<file path="src/rtl/tdm_demultiplexer_1_to_8_pkg.sv">
// Shared constants and types for the 8-channel TDM link (mux and demux stages).
// Latency: n/a (declarations only).
// Backpressure: n/a (declarations only).
//
// Contents: channel count, channel index width, demux state encoding and a
// helper that returns the LSB position of a channel slice in a packed frame.
package tdm_demultiplexer_1_to_8_pkg;

  localparam int CHANNELS = 8;
  localparam int CTRL_W   = 3;

  // IDLE: not yet aligned to a frame; COLLECT: aligned, filling channel slots.
  typedef enum logic {
    IDLE    = 1'b0,
    COLLECT = 1'b1
  } state_t;

  // Channel k of a packed frame occupies bits [chan_lsb(k, width) +: width].
  function automatic int chan_lsb(input int chan, input int width);
    return chan * width;
  endfunction

endpackage

</file>
<file path="src/rtl/tdm_demultiplexer_1_to_8_if.sv">
// Link-side and frame-side signal bundle of the TDM demultiplexer.
// Latency: n/a (wiring only).
// Backpressure: none; the link is push-only, samples are never stalled.
//
// Signals: in/in_valid/frame_start (serial link), out/out_valid (parallel
// frame), control (next channel slot), sync_error (mid-frame resync strobe).
// With TDM_DEMUX_FRAME_CNT_EN defined, frame_count[7:0] is added.
// Modports: master = link source / frame consumer, slave = demultiplexer.
interface tdm_demultiplexer_1_to_8_if #(
  parameter int WIDTH = 1
);

  logic [WIDTH-1:0]                                            in;
  logic                                                        in_valid;
  logic                                                        frame_start;
  logic [tdm_demultiplexer_1_to_8_pkg::CHANNELS*WIDTH-1:0]     out;
  logic                                                        out_valid;
  logic [tdm_demultiplexer_1_to_8_pkg::CTRL_W-1:0]             control;
  logic                                                        sync_error;
`ifdef TDM_DEMUX_FRAME_CNT_EN
  logic [7:0]                                                  frame_count;
`endif

  modport master (
    output in, in_valid, frame_start,
    input  out, out_valid, control, sync_error
`ifdef TDM_DEMUX_FRAME_CNT_EN
    , input frame_count
`endif
  );

  modport slave (
    input  in, in_valid, frame_start,
    output out, out_valid, control, sync_error
`ifdef TDM_DEMUX_FRAME_CNT_EN
    , output frame_count
`endif
  );

endinterface

</file>
<file path="src/rtl/tdm_demultiplexer_1_to_8_channel_counter.sv">
// Channel slot counter: load-to-1 on frame start, increment per sample, wrap flag.
// Latency: count updates one clock after load/inc; wrap is combinational.
// Backpressure: none; inc is simply held off while no sample is present.
//
// Ports: clk, rst_n, load (restart at slot 1), inc (advance one slot),
// count (slot the next sample goes to), wrap (last slot written this cycle).
module tdm_channel_counter #(
  parameter int CTRL_W = 3
) (
  input  logic              clk,
  input  logic              rst_n,
  input  logic              load,
  input  logic              inc,
  output logic [CTRL_W-1:0] count,
  output logic              wrap
);

  always_ff @(posedge clk or negedge rst_n) begin
    if (!rst_n) begin
      count <= '0;
    end else if (load) begin
      // frame_start carries channel 0, so the next sample belongs to slot 1
      count <= CTRL_W'(1);
    end else if (inc) begin
      count <= count + CTRL_W'(1);
    end
  end

  // Top slot being written: frame completes and count rolls back to 0.
  assign wrap = inc & ~load & (count == '1);

endmodule

</file>
<file path="src/rtl/tdm_demultiplexer_1_to_8.sv">
// 1-to-8 TDM demultiplexer: collects serial samples into slots, latches full frames.
// Latency: 1 clock from channel-7 sample to out/out_valid; sync_error 1 clock after bad frame_start.
// Backpressure: none; every valid sample is consumed, in_valid gaps of any length hold state.
//
// Ports: clk, rst_n (async active-low), bus (slave modport of
// tdm_demultiplexer_1_to_8_if). Optional feature macro TDM_DEMUX_FRAME_CNT_EN
// adds bus.frame_count: completed frames mod 256, cleared on sync_error.
module tdm_demultiplexer_1_to_8
  import tdm_demultiplexer_1_to_8_pkg::*;
#(
  parameter int WIDTH = 1
) (
  input  logic                            clk,
  input  logic                            rst_n,
  tdm_demultiplexer_1_to_8_if.slave       bus
);

  // Channel 7 is never parked: it goes straight from the link into out.
  localparam int SHADOW_W = (CHANNELS - 1) * WIDTH;
  localparam int FRAME_W  = CHANNELS * WIDTH;

  state_t              state;
  logic [SHADOW_W-1:0] shadow;
  logic [FRAME_W-1:0]  out_q;
  logic                out_valid_q;
  logic                sync_error_q;
  logic [CTRL_W-1:0]   control;
  logic                load;
  logic                inc;
  logic                wrap;
  logic                mid_frame;

  // frame_start restarts alignment in either state; plain samples only count once aligned.
  assign load      = bus.in_valid & bus.frame_start;
  assign inc       = (state == COLLECT) & bus.in_valid & ~bus.frame_start;
  // A frame_start here means the partial frame in the shadow slots is abandoned.
  assign mid_frame = (state == COLLECT) & (control != '0);

  tdm_channel_counter #(
    .CTRL_W (CTRL_W)
  ) u_channel_counter (
    .clk   (clk),
    .rst_n (rst_n),
    .load  (load),
    .inc   (inc),
    .count (control),
    .wrap  (wrap)
  );

  always_ff @(posedge clk or negedge rst_n) begin
    if (!rst_n) begin
      state        <= IDLE;
      shadow       <= '0;
      out_q        <= '0;
      out_valid_q  <= 1'b0;
      sync_error_q <= 1'b0;
    end else begin
      out_valid_q  <= wrap;
      sync_error_q <= load & mid_frame;

      if (load) begin
        state <= COLLECT;
      end

      for (int k = 0; k < CHANNELS - 1; k++) begin
        if ((load && (k == 0)) || (inc && (control == CTRL_W'(k)))) begin
          shadow[chan_lsb(k, WIDTH) +: WIDTH] <= bus.in;
        end
      end

      // Atomic frame update: slots 0..6 from shadow, slot 7 from the live sample.
      if (wrap) begin
        out_q <= {bus.in, shadow};
      end
    end
  end

  assign bus.out        = out_q;
  assign bus.out_valid  = out_valid_q;
  assign bus.sync_error = sync_error_q;
  assign bus.control    = control;

`ifdef TDM_DEMUX_FRAME_CNT_EN
  logic [7:0] frame_count_q;

  always_ff @(posedge clk or negedge rst_n) begin
    if (!rst_n) begin
      frame_count_q <= '0;
    end else if (load & mid_frame) begin
      frame_count_q <= '0;
    end else if (wrap) begin
      frame_count_q <= frame_count_q + 8'd1;
    end
  end

  assign bus.frame_count = frame_count_q;
`endif

endmodule
</file>
<file path="src/flat_wrapper.sv">
// flat-port wrapper written by rule: the top's interface ports become plain ports
module tdm_demultiplexer_1_to_8_flat import tdm_demultiplexer_1_to_8_pkg::*;
#(
  parameter int WIDTH = 1
)
  (clk, rst_n, bus_in, bus_in_valid, bus_frame_start, bus_out, bus_out_valid, bus_control, bus_sync_error);
  tdm_demultiplexer_1_to_8_if #(.WIDTH(WIDTH)) bus_i ();
  input  logic clk;
  input  logic rst_n;
  input wire logic [$bits(bus_i.in)-1:0] bus_in;
  input wire logic [$bits(bus_i.in_valid)-1:0] bus_in_valid;
  input wire logic [$bits(bus_i.frame_start)-1:0] bus_frame_start;
  output wire logic [$bits(bus_i.out)-1:0] bus_out;
  output wire logic [$bits(bus_i.out_valid)-1:0] bus_out_valid;
  output wire logic [$bits(bus_i.control)-1:0] bus_control;
  output wire logic [$bits(bus_i.sync_error)-1:0] bus_sync_error;
  assign bus_i.in = bus_in;
  assign bus_i.in_valid = bus_in_valid;
  assign bus_i.frame_start = bus_frame_start;
  assign bus_out = bus_i.out;
  assign bus_out_valid = bus_i.out_valid;
  assign bus_control = bus_i.control;
  assign bus_sync_error = bus_i.sync_error;
  tdm_demultiplexer_1_to_8 #(.WIDTH(WIDTH)) u_core (.clk(clk), .rst_n(rst_n), .bus(bus_i));
endmodule
</file>
<file path="config.mk">
export PLATFORM = sky130hd
export DESIGN_NAME = tdm_demultiplexer_1_to_8_flat
export DESIGN_NICKNAME = d
export VERILOG_FILES = /design/src/rtl/tdm_demultiplexer_1_to_8_pkg.sv /design/src/rtl/tdm_demultiplexer_1_to_8_if.sv /design/src/rtl/tdm_demultiplexer_1_to_8_channel_counter.sv /design/src/rtl/tdm_demultiplexer_1_to_8.sv /design/src/flat_wrapper.sv
export SDC_FILE = /design/constraint.sdc
export NUM_CORES = 1
export LEC_CHECK = 0
export ABC_AREA = 1
export CAP_MARGIN = 25
export CORE_MARGIN = 10
export CORE_UTILIZATION = 44
export DETAILED_ROUTE_END_ITERATION = 12
export HOLD_SLACK_MARGIN = 0.12
export PLACE_DENSITY = 0.71
export SLEW_MARGIN = 30
export SYNTH_ARGS = -nofsm -noshare
export SYNTH_HDL_FRONTEND = slang
export SYNTH_HIERARCHICAL = 1
export SYNTH_SLANG_ARGS = --single-unit
export TNS_END_PERCENT = 5
</file>
<file path="constraint.sdc">
create_clock -name clk -period 1.56 [get_ports clk]
set_clock_uncertainty 0.05 [all_clocks]
set_input_delay 0.39 -clock clk [delete_from_list [all_inputs] [get_ports clk]]
set_output_delay 0.39 -clock clk [all_outputs]
set_load 0.02 [all_outputs]
</file>
==> impl_metrics.py, run 1 <==
metrics = {
    "pwr": {
        "leakage_uw": 0.0006831,
        "combPwrFrac": 0.306,
        "sequentialPowerShare": 0.514,
        "ir_drop_mv": 0.7311,
        "power.total_uw": 1409,
        "power_density_nw_per_um2": 1162,
        "p_int_uw": 927.4,
        "p_clk_frac": 0.180,
        "switching_share": 0.3419,
        "p_sw_uw": 481.9,
    },
    "placement": {
        "io_buffers": 17,
        "hpwl_um": 1511,
        "placedCellCount": 144,
        "gp_congestion": 0.7682,
    },
    "final_layout": {
        "drive_above_1_share": 0.2562,
        "fin_util": 0.6117,
        "syn_to_final_growth_pct": 30.42,
        "antenna_cells": 0,
        "layout.nets": 129,
        "final_cells": 148,
    },
    "floorplanning": {
        "dieHeight_um": 65.97,
        "row_count": 16,
        "ioPinCount": 18,
        "die_x_um": 65.97,
        "start_util": 0.4691,
        "die_area_um2": 4351,
        "core_um2": 1982,
    },
    "cts": {
        "cts_tree": "yes",
        "clockBufferDepth": 2,
        "clk_pin_slew_ns": 0.11,
        "htreeDepth": 1,
        "clkLatencyLatePin_ns": 0.30,
        "clkSinkCount": 21,
        "cts_made_buffers": 3,
        "hold_buffers": 0,
        "cts_root_buffer": "clkbuf_4",
    },
    "synth": {
        "synth.area.mux_share": 0.09690,
        "synth_top_area_frac": 0.5653,
        "synth_xor_area_frac": 0,
        "avgSynthCellArea_um2": 9.996,
        "netlist_top_cells_area": "dfrtp_1 (57%), mux2_2 (9.7%), nand2_1 (9.7%)",
        "synth_compound_area_frac": 0.01615,
        "ys_ff_latch": 21,
        "synth.distinct_cells": 16,
        "synth_top_family_by_area": "simple AND/OR/NAND/NOR gates",
        "synthAdderAreaFrac": 0.02692,
        "synthSimpleGateAreaFrac": 0.2369,
        "synthesis.nets": 100,
        "yosys_warnings": 6,
        "synth_area_um2": 929.6,
        "yosysTopAreaCell": "dfrtp_1",
        "synthCells": 93,
        "ys_seq_area_frac": 0.5653,
    },
    "critical_path": {
        "required_ns": 1.70,
        "rr_worst_depth": 6,
        "arrival_ns": 1.66,
        "r2r-start": "u_core/u_channel_counter/count[0]",
        "start_kind": "register",
        "reg2reg_to": "u_core/bus.out[3]",
        "reg2reg_slack_ns": 0.04,
        "path_max_fanout": 8,
        "crit_end": "u_core/bus.out[3]",
        "crit_path_end_kind": "register",
        "crit_path_start": "u_core/u_channel_counter/count[0]",
        "critical_path_class": "register to register",
    },
    "sta": {
        "max_slew_margin": 0.8091,
        "clock.fmax_mhz": 657.1,
        "tns_ns": 0,
        "rsz0062_at_grt": "yes",
        "setup_viol": 0,
        "finalHoldViolCount": 0,
        "slew_viol_final": 0,
        "fin_crit_sh": 0.9755,
        "finalCriticalPeriod_ns": 1.522,
        "tightest_slew_ns": 0.2855,
    },
    "detailed_routing": {
        "ant_nets": 0,
        "via_per_inst": 4.845,
        "post_drt_wl_per_cell_um": 13.41,
        "routed-via-count": 717,
        "drt_iter0_markers": 12,
        "drtPass1Iterations": 4,
        "drt_drc_violations_left": 0,
        "routed_wl_um": 1984,
    },
    "grt": {
        "grt.total_usage": 0.1014,
        "grt_pass1_wl_um": 3477,
        "grt_max_degree": 22,
        "grt_pass1_vias": 796,
        "antenna_found_initial": 0,
        "grt_overflow": 0,
    },
    "outcome": {
        "status": "completed",
    },
    "job": {
        "maxCapViolCount": 0,
    },
    "min_path": {
        "hp-class": "primary input to asynchronous set/reset pin",
    },
}
stage by stage:
step / hold slack (ns) / cell area, um2 / setup slack, ns
3_5_place_dp: 0.4117 / 1192 / -0.4375
4_1_cts: 0.3624 / 1212 / 0.02606
3_3_place_gp: 0.4028 / 1192 / -0.3888
6_report: 0.3711 / 1212 / 0.03827
5_1_grt: 0.3864 / 1212 / -0.01307
2_1_floorplan: 0.04441 / 935.9 / 0.01036
layout make-up:
| class | instances | area, um2 |
|---|---|---|
| clock buffers | 3 | 22.52 |
| inverters | 9 | 33.78 |
| clock inverters | 1 | 5.005 |
| flip-flops and latches | 21 | 529.3 |
| multi-input cells | 60 | 357.8 |
| fillers | 177 | 769.5 |
| repair buffers | 27 | 230.2 |
| well taps | 27 | 33.78 |
sequential cells by signal, indices dropped and copies added, names as in the netlist:
signal                          count
u_core/u_channel_counter/count      3
u_core/bus.out_valid                1
u_core/bus.out                      8
u_core/state                        1
u_core/shadow                       7
u_core/bus.sync_error               1
worst min-delay path by stage:
stage | end | slack (ns) | depth (start not counted)
2_1_floorplan | u_core/bus.out[0] | 0.04 | 0
3_3_place_gp | u_core/shadow[4] | 0.40 | 2
3_5_place_dp | u_core/shadow[2] | 0.41 | 2
4_1_cts | u_core/bus.out[4] | 0.36 | 2
5_1_grt | u_core/shadow[6] | 0.39 | 2
6_report | u_core/shadow[6] | 0.37 | 2
per-layer routing:
metal / up-vias / global-route usage / part of all wire
li1: 360 / - / -
met3: 4 / 0.04068 / 0.054
met2: 16 / 0.1715 / 0.48
met1: 337 / 0.1089 / 0.45
met5: - / 0 / 0
met4: 0 / 0.04450 / 0.015
power groups by stage:
stage / clock network, uW / logic (uW) / registers, uW
after detailed placement: 0 / 466 / 739
after global routing: 286 / 494 / 742
after floorplan: 0 / 188 / 795
after global placement: 0 / 449 / 734
final: 254 / 431 / 725
after CTS: 268 / 437 / 728
critical path, cell delays in order (launching register included):
cell and delay (ns):
dfrtp_2 0.43, ha_1 0.20, ha_1 0.18, inv_1 0.09
nor2_4 0.05, buf_6 0.13, mux2_2 0.28
cell usage after synthesis:
master / count
a211oi_1: 1
buf_2: 1
buf_6: 1
clkbuf_1: 1
dfrtp_1: 21
ha_1: 2
inv_1: 8
inv_2: 1
mux2_2: 8
nand2_1: 24
nand2_2: 2
nand3_1: 10
nand4_1: 6
nor2_1: 5
nor2_4: 1
o21bai_1: 1
cell families (layout without fill, tap and decap cells):
kind of cell    count (synthesis)  count (layout)
simple gates                   48              48
flops                          21              21
buf+inv                        12              40
compound gates                  2               2
fa+ha+maj                       2               2
mux                             8               8
cell usage in the layout (no fill, tap or decap):
cell	instances
a211oi_1	1
buf_4	9
buf_6	1
clkbuf_4	3
clkdlybuf4s50_1	2
clkinv_2	1
dfrtp_1	18
dfrtp_2	3
dlygate4sd2_1	15
ha_1	2
inv_1	7
inv_2	2
mux2_2	8
nand2_1	24
nand2_2	2
nand3_1	10
nand4_1	6
nor2_1	4
nor2_4	2
o21bai_1	1
timing repair:
| item | CTS | global route |
|---|---|---|
| setup endpoints to repair | 21 | 3 |
| setup buffers | 0 | 0 |
| pin swaps | 1 | 0 |
| resized for setup | 19 | 0 |
Power figures use the tool's default switching activity.
==> run 2, diff against run 1 <==
Settings changed: ABC_CLOCK_PERIOD_IN_PS from default to 1560.
==> results of run 2 <==
Same layout as run 1: the final DEF is identical, and so are final timing and power.
==> run 3, diff against run 2 <==
--- a/config.mk
+++ b/config.mk
@@ -9,5 +9,5 @@
 export ABC_CLOCK_PERIOD_IN_PS = 1560
 export CAP_MARGIN = 25
-export CORE_MARGIN = 10
+export CORE_MARGIN = 3
 export CORE_UTILIZATION = 44
 export DETAILED_ROUTE_END_ITERATION = 12
==> constraint.sdc (replaced) <==
create_clock -name clk -period 1.56 [get_ports clk]
set_clock_uncertainty 0.05 [all_clocks]
set_input_delay 0.234 -clock clk [delete_from_list [all_inputs] [get_ports clk]]
set_output_delay 0.234 -clock clk [all_outputs]
set_load 0.02 [all_outputs]
==> run 3 against run 2 <==
Utilization increased by 1.3 points. Count of clock-buffer cells in the layout unchanged. Final cell count unchanged. Critical path type is now register to output port. Highest routed layer unchanged.
==> impl_metrics.py, run 3 (synthesis results as in run 1) <==
metrics = {
    "min_path": {
        "hp-class": "primary input to asynchronous set/reset pin",
    },
    "pwr": {
        "power_density_nw_per_um2": 1137,
        "leakage_uw": 0.0007568,
        "power.total_uw": 1409,
        "ir_drop_mv": 0.7514,
    },
    "cts": {
        "cts_made_buffers": 3,
        "cts_tree": "yes",
        "clkSinkCount": 21,
        "clk_pin_slew_ns": 0.11,
        "post-cts-setup-buffers": 0,
        "clkLatencyLatePin_ns": 0.30,
        "htreeDepth": 1,
        "hold_buffers": 0,
        "cts_root_buffer": "clkbuf_4",
        "clockBufferDepth": 2,
    },
    "grt": {
        "antenna_found_initial": 0,
        "grt_use_met3": 0.02292,
        "grt_pass1_vias": 691,
        "grt_util_met2": 0.2259,
        "gr-max-usage-layer": "met2",
        "grt_max_degree": 22,
        "grt_overflow": 0,
        "grt_pass1_wl_um": 2980,
        "grt.total_usage": 0.1494,
        "use_met1": 0.1993,
    },
    "critical_path": {
        "cp_slowest_cell": "clkdlybuf4s50_1",
        "critical_path_class": "register to output port",
        "required_ns": 1.28,
        "path_max_fanout": 1,
        "reg2reg_slack_ns": 0.09,
        "rr_worst_depth": 6,
        "path_cells": "clkdlybuf4s50_1",
        "critical_path.max_stage_delay_ns": 0.59,
        "crit_buf_inv": 1,
        "critical_path.top_delay_family": "buffers and inverters",
        "r2r-start": "u_core/u_channel_counter/count[0]",
        "arrival_ns": 1.23,
        "start_kind": "register",
        "reg2reg_to": "u_core/bus.out[2]",
        "crit_path_end_kind": "output port",
    },
    "detailed_routing": {
        "drt_iter0_markers": 10,
        "routed-via-count": 719,
        "drtPass1Iterations": 4,
        "routed_wl_um": 1775,
        "drt_drc_violations_left": 0,
        "ant_nets": 0,
        "via_per_inst": 4.858,
        "post_drt_wl_per_cell_um": 11.99,
    },
    "floorplanning": {
        "die_area_um2": 2700,
        "dieHeight_um": 51.97,
        "row_count": 16,
        "start_util": 0.4691,
        "core_um2": 1982,
        "die_x_um": 51.97,
        "ioPinCount": 18,
    },
    "final_layout": {
        "final_cells": 148,
        "syn_to_final_growth_pct": 33.24,
        "antenna_cells": 0,
        "layout.nets": 129,
        "nFillCells": 171,
        "final_common_cell": "nand2_1",
        "drive_above_1_share": 0.2479,
        "largest_reg_flops": 8,
        "layout_common_cells": "nand2_1 (24), dfrtp_1 (18), nand3_1 (10)",
    },
    "sta": {
        "layout_setup_ws_ns": 0.05077,
        "tightest_slew_ns": 0.2822,
        "fin_crit_sh": 0.9675,
        "rsz0062_at_grt": "no",
        "clock.fmax_mhz": 662.6,
        "max_slew_margin": 0.8113,
        "setup_viol": 0,
        "finalHoldViolCount": 0,
        "slew_viol_final": 0,
        "finalCriticalPeriod_ns": 1.509,
    },
    "placement": {
        "gp_congestion": 0.7721,
        "io_buffers": 17,
        "hpwl_um": 1258,
        "pre_cts_slack_ns": -0.2871,
        "placedCellCount": 144,
    },
    "outcome": {
        "status": "completed",
    },
    "job": {
        "maxCapViolCount": 0,
    },
}
-- run 3: changes by cell type in the layout (fill, tap and decap cells not counted), sizes merged --
cell           before  now
dlygate4sd2        15    6
clkdlybuf4s50       2    5
dlymetal6s2s        0    6
-- run 3: through the flow --
step / hold slack (ns) / utilization / TNS (ns) / cell area [um2]
global placement: 0.4034 / 0.6016 / -1.823 / 1192
detailed placement: 0.4118 / 0.6016 / -2.259 / 1192
floorplan: -0.1116 / - / 0 / 935.9
finish: 0.2174 / 0.6250 / 0 / 1239
global route: 0.2219 / 0.6250 / 0 / 1239
CTS: 0.2171 / 0.6117 / 0 / 1212
-- run 3: area by class of cell --
class / instances / area, um2 / area share
clock buffer: 3 / 22.52 / 0.01818
sequential: 21 / 529.3 / 0.4273
timing repair buffer: 27 / 256.5 / 0.2071
tap: 27 / 33.78 / 0.02727
multi-input combinational: 60 / 357.8 / 0.2889
inverter: 9 / 33.78 / 0.02727
clock inverter: 1 / 5.005 / 0.004040
-- run 3: report_power, final --
part	switching (uW)	internal [uW]	leakage [uW]
combinational	256	180	0.000466
clock	158	95.5	0.0000177
sequential	60.1	659	0.000273
-- run 3: worst max-delay path by stage --
stage	startpoint	endpoint	slack, ns	cells after the start
4_1_cts	u_core/bus.out[6]	bus_out[6]	0.002	1
6_report	u_core/bus.out_valid	bus_out_valid	0.05	1
3_3_place_gp	bus_in_valid	u_core/bus.out[3]	-0.24	8
2_1_floorplan	u_core/u_channel_counter/count[0]	u_core/bus.out[0]	0.01	6
3_5_place_dp	bus_in_valid	u_core/bus.out[0]	-0.29	8
5_1_grt	u_core/bus.out_valid	bus_out_valid	0.003	1
-- run 3: what timing repair did --
action	in CTS	in global routing
setup endpoints to repair	6	14
pin swaps	0	1
gates resized for setup	6	9
-- run 3: per-layer routing --
metal | vias to the layer above | wire length (um)
li1 | 361 | -
met1 | 339 | 826
met2 | 15 | 857
met3 | 4 | 57
met4 | 0 | 34
met5 | - | 0
